[src/rtl/wb_pkg.sv]
// Shared Wishbone definitions: bus widths, default error data and the
// interconnect state encoding.
package wb_pkg;
  localparam int WB_DW = 32;
  localparam int WB_AW = 32;
  localparam logic [WB_DW-1:0] ERR_DATA_DEF = 32'hDEAD_BEEF;

  typedef enum logic [1:0] {
    IDLE = 2'd0,
    BUSY = 2'd1,
    DONE = 2'd2
  } wb_state_e;
endpackage

[src/rtl/wb_addr_decode.sv]
// Combinational slave decoder: the select field of the address becomes a one-hot
// slave select plus a flag that says whether the field names an existing slave.
module wb_addr_decode
  import wb_pkg::*;
#(
  parameter int N_SLAVES = 5,
  parameter int SEL_LSB  = 28,
  parameter int SEL_BITS = 4
) (
  input  logic [WB_AW-1:0]    addr,
  output logic [N_SLAVES-1:0] sel,
  output logic                valid
);
  logic [SEL_BITS-1:0] idx;
  logic                unused_addr;

  assign idx         = addr[SEL_LSB +: SEL_BITS];
  assign valid       = (32'(idx) < N_SLAVES);
  // Only the select field matters here; the other address bits belong to the slaves.
  assign unused_addr = ^addr;

  always_comb begin
    sel = '0;
    for (int i = 0; i < N_SLAVES; i++) begin
      sel[i] = valid && (32'(idx) == i);
    end
  end
endmodule

[src/rtl/wb_intercon_tmo.sv]
// Single-master, N-slave Wishbone interconnect with registered staging, an
// unmapped-address error and a no-ACK timeout watchdog.
module wb_intercon_tmo
  import wb_pkg::*;
#(
  parameter int          N_SLAVES   = 5,
  parameter int          SEL_LSB    = 28,
  parameter int          SEL_BITS   = 4,
  parameter int          TMO_CYCLES = 255,
  parameter logic [31:0] ERR_DATA   = ERR_DATA_DEF
) (
  input  logic                     clk,
  input  logic                     RSTN,
  input  logic                     master_STB,
  input  logic                     master_WE,
  input  logic [31:0]              master_ADDR,
  input  logic [31:0]              master_DAT_O,
  output logic [31:0]              master_DAT_I,
  output logic                     master_ACK,
  output logic                     master_ERR,
  output logic [N_SLAVES-1:0]      slave_STB,
  output logic [N_SLAVES-1:0]      slave_WE,
  output logic [31:0]              slave_ADDR,
  output logic [31:0]              slave_DAT_I,
  input  logic [32*N_SLAVES-1:0]   slave_DAT_O,
  input  logic [N_SLAVES-1:0]      slave_ACK,
  output logic [7:0]               tmo_count
);
  localparam logic [15:0] TMO_LAST = 16'(TMO_CYCLES - 1);

  wb_state_e           state_q;
  logic [N_SLAVES-1:0] sel_q;
  logic                we_q;
  logic [15:0]         cnt_q;

  logic [N_SLAVES-1:0] dec_sel;
  logic                dec_valid;
  logic [31:0]         rd_mux;
  logic                ack_hit;

  wb_addr_decode #(
    .N_SLAVES (N_SLAVES),
    .SEL_LSB  (SEL_LSB),
    .SEL_BITS (SEL_BITS)
  ) u_dec (
    .addr  (master_ADDR),
    .sel   (dec_sel),
    .valid (dec_valid)
  );

  // Only the latched selection can complete a transfer; stray ACKs fall out here.
  assign ack_hit = |(slave_ACK & sel_q);

  always_comb begin
    rd_mux = '0;
    for (int i = 0; i < N_SLAVES; i++) begin
      if (sel_q[i]) rd_mux = rd_mux | slave_DAT_O[32*i +: 32];
    end
  end

  always_ff @(posedge clk or negedge RSTN) begin
    if (!RSTN) begin
      state_q      <= IDLE;
      sel_q        <= '0;
      we_q         <= 1'b0;
      cnt_q        <= '0;
      master_DAT_I <= '0;
      master_ACK   <= 1'b0;
      master_ERR   <= 1'b0;
      slave_STB    <= '0;
      slave_WE     <= '0;
      slave_ADDR   <= '0;
      slave_DAT_I  <= '0;
      tmo_count    <= '0;
    end else begin
      case (state_q)
        IDLE: begin
          if (master_STB) begin
            slave_ADDR  <= master_ADDR;
            slave_DAT_I <= master_DAT_O;
            we_q        <= master_WE;
            sel_q       <= dec_sel;
            if (dec_valid) begin
              slave_STB <= dec_sel;
              slave_WE  <= master_WE ? dec_sel : '0;
              cnt_q     <= '0;
              state_q   <= BUSY;
            end else begin
              master_DAT_I <= ERR_DATA;
              master_ERR   <= 1'b1;
              state_q      <= DONE;
            end
          end
        end
        BUSY: begin
          // ACK is tested first so it wins over a timeout in the same cycle.
          if (ack_hit) begin
            if (!we_q) master_DAT_I <= rd_mux;
            slave_STB  <= '0;
            slave_WE   <= '0;
            master_ACK <= 1'b1;
            state_q    <= DONE;
          end else if (cnt_q == TMO_LAST) begin
            slave_STB    <= '0;
            slave_WE     <= '0;
            master_DAT_I <= ERR_DATA;
            master_ERR   <= 1'b1;
            if (tmo_count != 8'hFF) tmo_count <= tmo_count + 8'd1;
            state_q      <= DONE;
          end else begin
            cnt_q <= cnt_q + 16'd1;
          end
        end
        DONE: begin
          if (!master_STB) begin
            master_ACK <= 1'b0;
            master_ERR <= 1'b0;
            state_q    <= IDLE;
          end
        end
        default: state_q <= IDLE;
      endcase
    end
  end
endmodule

[config.mk]
export PLATFORM = sky130hd
export DESIGN_NAME = wb_intercon_tmo
export DESIGN_NICKNAME = d
export VERILOG_FILES = /design/src/rtl/wb_pkg.sv /design/src/rtl/wb_addr_decode.sv /design/src/rtl/wb_intercon_tmo.sv
export SDC_FILE = /design/constraint.sdc
export NUM_CORES = 1
export LEC_CHECK = 0
export CORE_MARGIN = 1
export CORE_UTILIZATION = 32
export CTS_CLUSTER_DIAMETER = 40
export CTS_CLUSTER_SIZE = 30
export DETAILED_ROUTE_END_ITERATION = 6
export PLACE_DENSITY_LB_ADDON = 0.05
export SKIP_LAST_GASP = 1
export SYNTH_ARGS = -nofsm -noshare
export SYNTH_HDL_FRONTEND = slang
export SYNTH_SLANG_ARGS = --single-unit
[constraint.sdc]
create_clock -name clk -period 2.8 [get_ports clk]
set_clock_uncertainty 0.1 [all_clocks]
set_input_delay 0.28 -clock clk [delete_from_list [all_inputs] [get_ports clk]]
set_output_delay 0.28 -clock clk [all_outputs]
set_load 0.02 [all_outputs]
==> qor.log <==
qor: cells_and_area.final_layout_size_suffix_gt1_frac 0.0923
qor: synth.post_synth_net_total 898
qor: placement.placement.io_buffers 348
qor: setup_path.critical-path-max-stage-delay 650 ps
qor: floorplanning.floorplan.initialDensity 0.329
qor: pwr.vdd.ir_drop.worst 450 uV
qor: global_routing.global_route_wire_length_before_repair 34800 um
qor: pwr.pwr_density_cell 733 nW/um^2
qor: synth.synth_xor_xnor_area_share 0.0108
qor: timing.timing_hold_violations_final 0
qor: timing.finalCriticalPeriod 2440 ps
qor: global_routing.globalRouteTotalUtil 0.221
qor: placement.dp_worst_setup_slack 131 ps
qor: cts.clock-root-buffer sky130_fd_sc_hd__clkbuf_16
qor: setup_path.critPathLaunchType flip-flop
qor: global_routing.antenna_violations_before_repair 5
qor: outcome.outcome finished, final reports clean
qor: placement.routabilityCongestion 0.767
qor: synth.synth-compound-area-share 0.152
qor: global_routing.largest_net_degree_at_the_start_of_global_routing 65
qor: detailed_routing.vias_per_cell 4.94
qor: cts.cts_inserted_buffers 17
qor: setup_path.critical_path.cell_chain a222oi_1 -> buf_4 -> nand3_1 -> or4_1 -> or3_1 -> a21oi_1
qor: cts.cts-htree-levels 4
qor: synth.post_synth_and_or_nand_nor_area_fraction 0.198
qor: floorplanning.chipHeight 144 um
qor: cells_and_area.multi_input_comb_area 2770 sq um
qor: synth.avgSynthCellArea 9.78 sq um
qor: synth.yosys_register_bits 140
qor: placement.detailed_place_hpwl 17000 um
qor: detailed_routing.antenna_violating_nets_post_route 0
qor: cts.cts-root-to-sink-buffers 2
qor: timing.slew_viol_final 0
qor: setup_path.critical_path.slowest_cell sky130_fd_sc_hd__or4_1
qor: setup_path.critical_path_required 3040 ps
qor: setup_path.critical_path.endpoint_type flip-flop
qor: floorplanning.pin_count 349
qor: floorplanning.fp.dieW 144 um
qor: timing.post-route-period-util 0.872
qor: global_routing.first_global_vias 6443
qor: floorplanning.design.die.area 20800 sq um
qor: synth.synth-edff-count 0
qor: timing.pin_slew_with_the_least_headroom_to_its_limit 607 ps
qor: timing.setup_ws 358 ps
qor: cts.post_cts_resized 0
qor: timing.achievable-frequency 410 MHz
qor: synth.synthesis.instances 662
qor: min_path.holdCritPathClass input port to flip-flop
qor: floorplanning.row_count 51
qor: cells_and_area.fillerInstances 1814
qor: synth.mappedNetlistArea 6470 sq um
qor: setup_path.critical_path_class flip-flop to flip-flop
qor: detailed_routing.dr.pass1.iters 7
qor: cells_and_area.fin_nets 1241
qor: synth.synth_top_family_by_area simple AND/OR/NAND/NOR gates
qor: detailed_routing.drt-wirelength-per-cell 17.9 um
qor: synth.synth-main-ff-cell sky130_fd_sc_hd__dfrtp_1
qor: synth.synth.distinct_cells 46
qor: detailed_routing.dr_total_vias 6358
qor: cells_and_area.ff_latch_area 3500 sq um
qor: detailed_routing.drt_iter0_markers 386
qor: cts.cts_tree built
qor: synth.synth-adder-area-share 0.00580
qor: cells_and_area.area_growth_syn_to_layout 68.9%
qor: detailed_routing.postRouteWirelength 23000 um
qor: detailed_routing.drc 0
qor: synth.ys_seq_area_frac 0.541
qor: synth.synth_async_sr_flop_share 1.00
qor: timing.rsz_0062_raised_after_global_routing false
qor: timing.timing.final.setup_violations 0
qor: cts.clkTransAtPathRegs 60 ps
qor: floorplanning.core_area 19700 sq um
qor: synth.synthMuxAreaShare 0.0590
qor: cts.clkSinkCount 140
qor: run.max-cap-violations 0
qor: setup_path.cp_max_fo 8
qor: timing.whs 286 ps
qor: timing.slew_headroom 0.596
qor: setup_path.critical_path_arrival 2680 ps
qor: global_routing.grt_remaining_overflow 0
qor: timing.tns 0 ps
qor: pwr.cellLeakagePower 0.00461 uW
qor: cts.clk_latency_worst_skew_pair 410 ps
qor: synth.yosysWarningCount 0
[worst max-delay path: cells and delay by family, from the launching register on]
| family | cells | cell delay, ps |
|---|---|---|
| AO/OA/AOI/OAI | 2 | 530 |
| buffers and inverters | 1 | 190 |
| AND/OR/NAND/NOR | 3 | 1110 |
| flip-flops | 1 | 430 |
[state kept, by name (all words and copies together), names as in the netlist, 5 cells and up]
register,count
master_DAT_I,32
slave_ADDR,32
slave_DAT_I,32
cnt_q,16
tmo_count,8
sel_q,5
slave_STB,5
slave_WE,5
[final timing paths]
path | startpoint | to | slack (ps) | cells after the start
min | master_ADDR[1] | slave_ADDR[1] | 290 | 3
max in group asynchronous | RSTN | master_DAT_I[23] | 1500 | 3
max | sel_q[3] | cnt_q[15] | 360 | 6
max reg2reg | sel_q[3] | cnt_q[15] | 360 | 6
min reg2reg | slave_DAT_I[26] | slave_DAT_I[26] | 370 | 2
min in group asynchronous | RSTN | tmo_count[6] | 310 | 2
[synth_stat cells (2+ instances only)]
| library cell | instances | area share |
|---|---|---|
| sky130_fd_sc_hd__and3_1 | 8 | 0.0077 |
| sky130_fd_sc_hd__o21ai_0 | 13 | 0.010 |
| sky130_fd_sc_hd__a222oi_1 | 33 | 0.051 |
| sky130_fd_sc_hd__or2_2 | 2 | 0.0019 |
| sky130_fd_sc_hd__nand2_1 | 212 | 0.12 |
| sky130_fd_sc_hd__o211ai_1 | 3 | 0.0035 |
| sky130_fd_sc_hd__a21oi_1 | 22 | 0.017 |
| sky130_fd_sc_hd__nand4_1 | 5 | 0.0048 |
| sky130_fd_sc_hd__inv_1 | 6 | 0.0035 |
| sky130_fd_sc_hd__ha_1 | 3 | 0.0058 |
| sky130_fd_sc_hd__o31ai_1 | 4 | 0.0046 |
| sky130_fd_sc_hd__clkbuf_1 | 40 | 0.023 |
| sky130_fd_sc_hd__a22o_1 | 5 | 0.0068 |
| sky130_fd_sc_hd__and2_1 | 2 | 0.0019 |
| sky130_fd_sc_hd__or4_1 | 5 | 0.0058 |
| sky130_fd_sc_hd__nor3_1 | 2 | 0.0015 |
| sky130_fd_sc_hd__xnor2_1 | 7 | 0.0095 |
| sky130_fd_sc_hd__nor2_1 | 6 | 0.0035 |
| sky130_fd_sc_hd__buf_4 | 3 | 0.0035 |
| sky130_fd_sc_hd__buf_2 | 2 | 0.0015 |
| sky130_fd_sc_hd__a22oi_1 | 33 | 0.038 |
| sky130_fd_sc_hd__or3_1 | 8 | 0.0077 |
| sky130_fd_sc_hd__dfrtp_1 | 140 | 0.54 |
| sky130_fd_sc_hd__a21o_1 | 10 | 0.012 |
| sky130_fd_sc_hd__nand3_1 | 36 | 0.028 |
| sky130_fd_sc_hd__mux2_2 | 32 | 0.056 |
[stage by stage]
step                      utilization  cells  total power [uW]  cell area, sq um
final                           0.556   1287              8010             10900
after CTS                       0.556   1283              8120             10900
after detailed placement        0.525   1250              5820             10300
after global routing            0.556   1287              8480             10900
after global placement          0.525   1250              5820             10300
after floorplan                     -    662              4190              6470
[cells in the final DEF, fill, tap and decap left out, types with 6 or more instances in the layout]
cell type / count
sky130_fd_sc_hd__a21o_1: 10
sky130_fd_sc_hd__a21oi_1: 22
sky130_fd_sc_hd__a222oi_1: 33
sky130_fd_sc_hd__a22oi_1: 33
sky130_fd_sc_hd__and3_1: 8
sky130_fd_sc_hd__buf_4: 19
sky130_fd_sc_hd__clkbuf_16: 17
sky130_fd_sc_hd__clkdlybuf4s50_1: 347
sky130_fd_sc_hd__clkinvlp_4: 6
sky130_fd_sc_hd__dfrtp_1: 140
sky130_fd_sc_hd__inv_1: 6
sky130_fd_sc_hd__mux2_2: 32
sky130_fd_sc_hd__nand2_1: 212
sky130_fd_sc_hd__nand3_1: 36
sky130_fd_sc_hd__o21ai_0: 13
sky130_fd_sc_hd__or3_1: 8
sky130_fd_sc_hd__xnor2_1: 7
[repair_timing]
action,in CTS,in global routing
hold buffers,1,0
hold endpoints to repair,61,0
buffers inserted,0,0
[report_power, final]
part | total [uW] | internal, uW | switching [uW]
clock | 2240 | 1360 | 878
combinational | 2990 | 1450 | 1530
sequential | 2780 | 2490 | 287
[per-layer routing]
| metal | up-vias | GRT usage | routed length (um) |
|---|---|---|---|
| li1 | 3053 | - | - |
| met1 | 2998 | 0.264 | 9500 |
| met2 | 269 | 0.359 | 10700 |
| met3 | 38 | 0.0785 | 2140 |
| met4 | 0 | 0.0958 | 678 |
| met5 | - | 0 | 0 |
[area by class of cell]
type,count,share of cell area
repair buffers,371,0.338
multi-input cells,469,0.253
clock buffers,20,0.0418
diodes,4,0.000916
flip-flops and latches,140,0.321
inverters,6,0.00206
well taps,265,0.0303
clock inverters,12,0.0128
[cell families (layout without fill, tap and decap cells)]
group           after synthesis  count (layout)
fa+ha+maj                     3               3
xor+xnor                      8               8
other cells                   0               4
flops                       140             140
compound gates              129             129
simple gates                295             295
mux                          34              34
buf+inv                      53             409
Note: power is estimated with default switching activity, not from simulation.
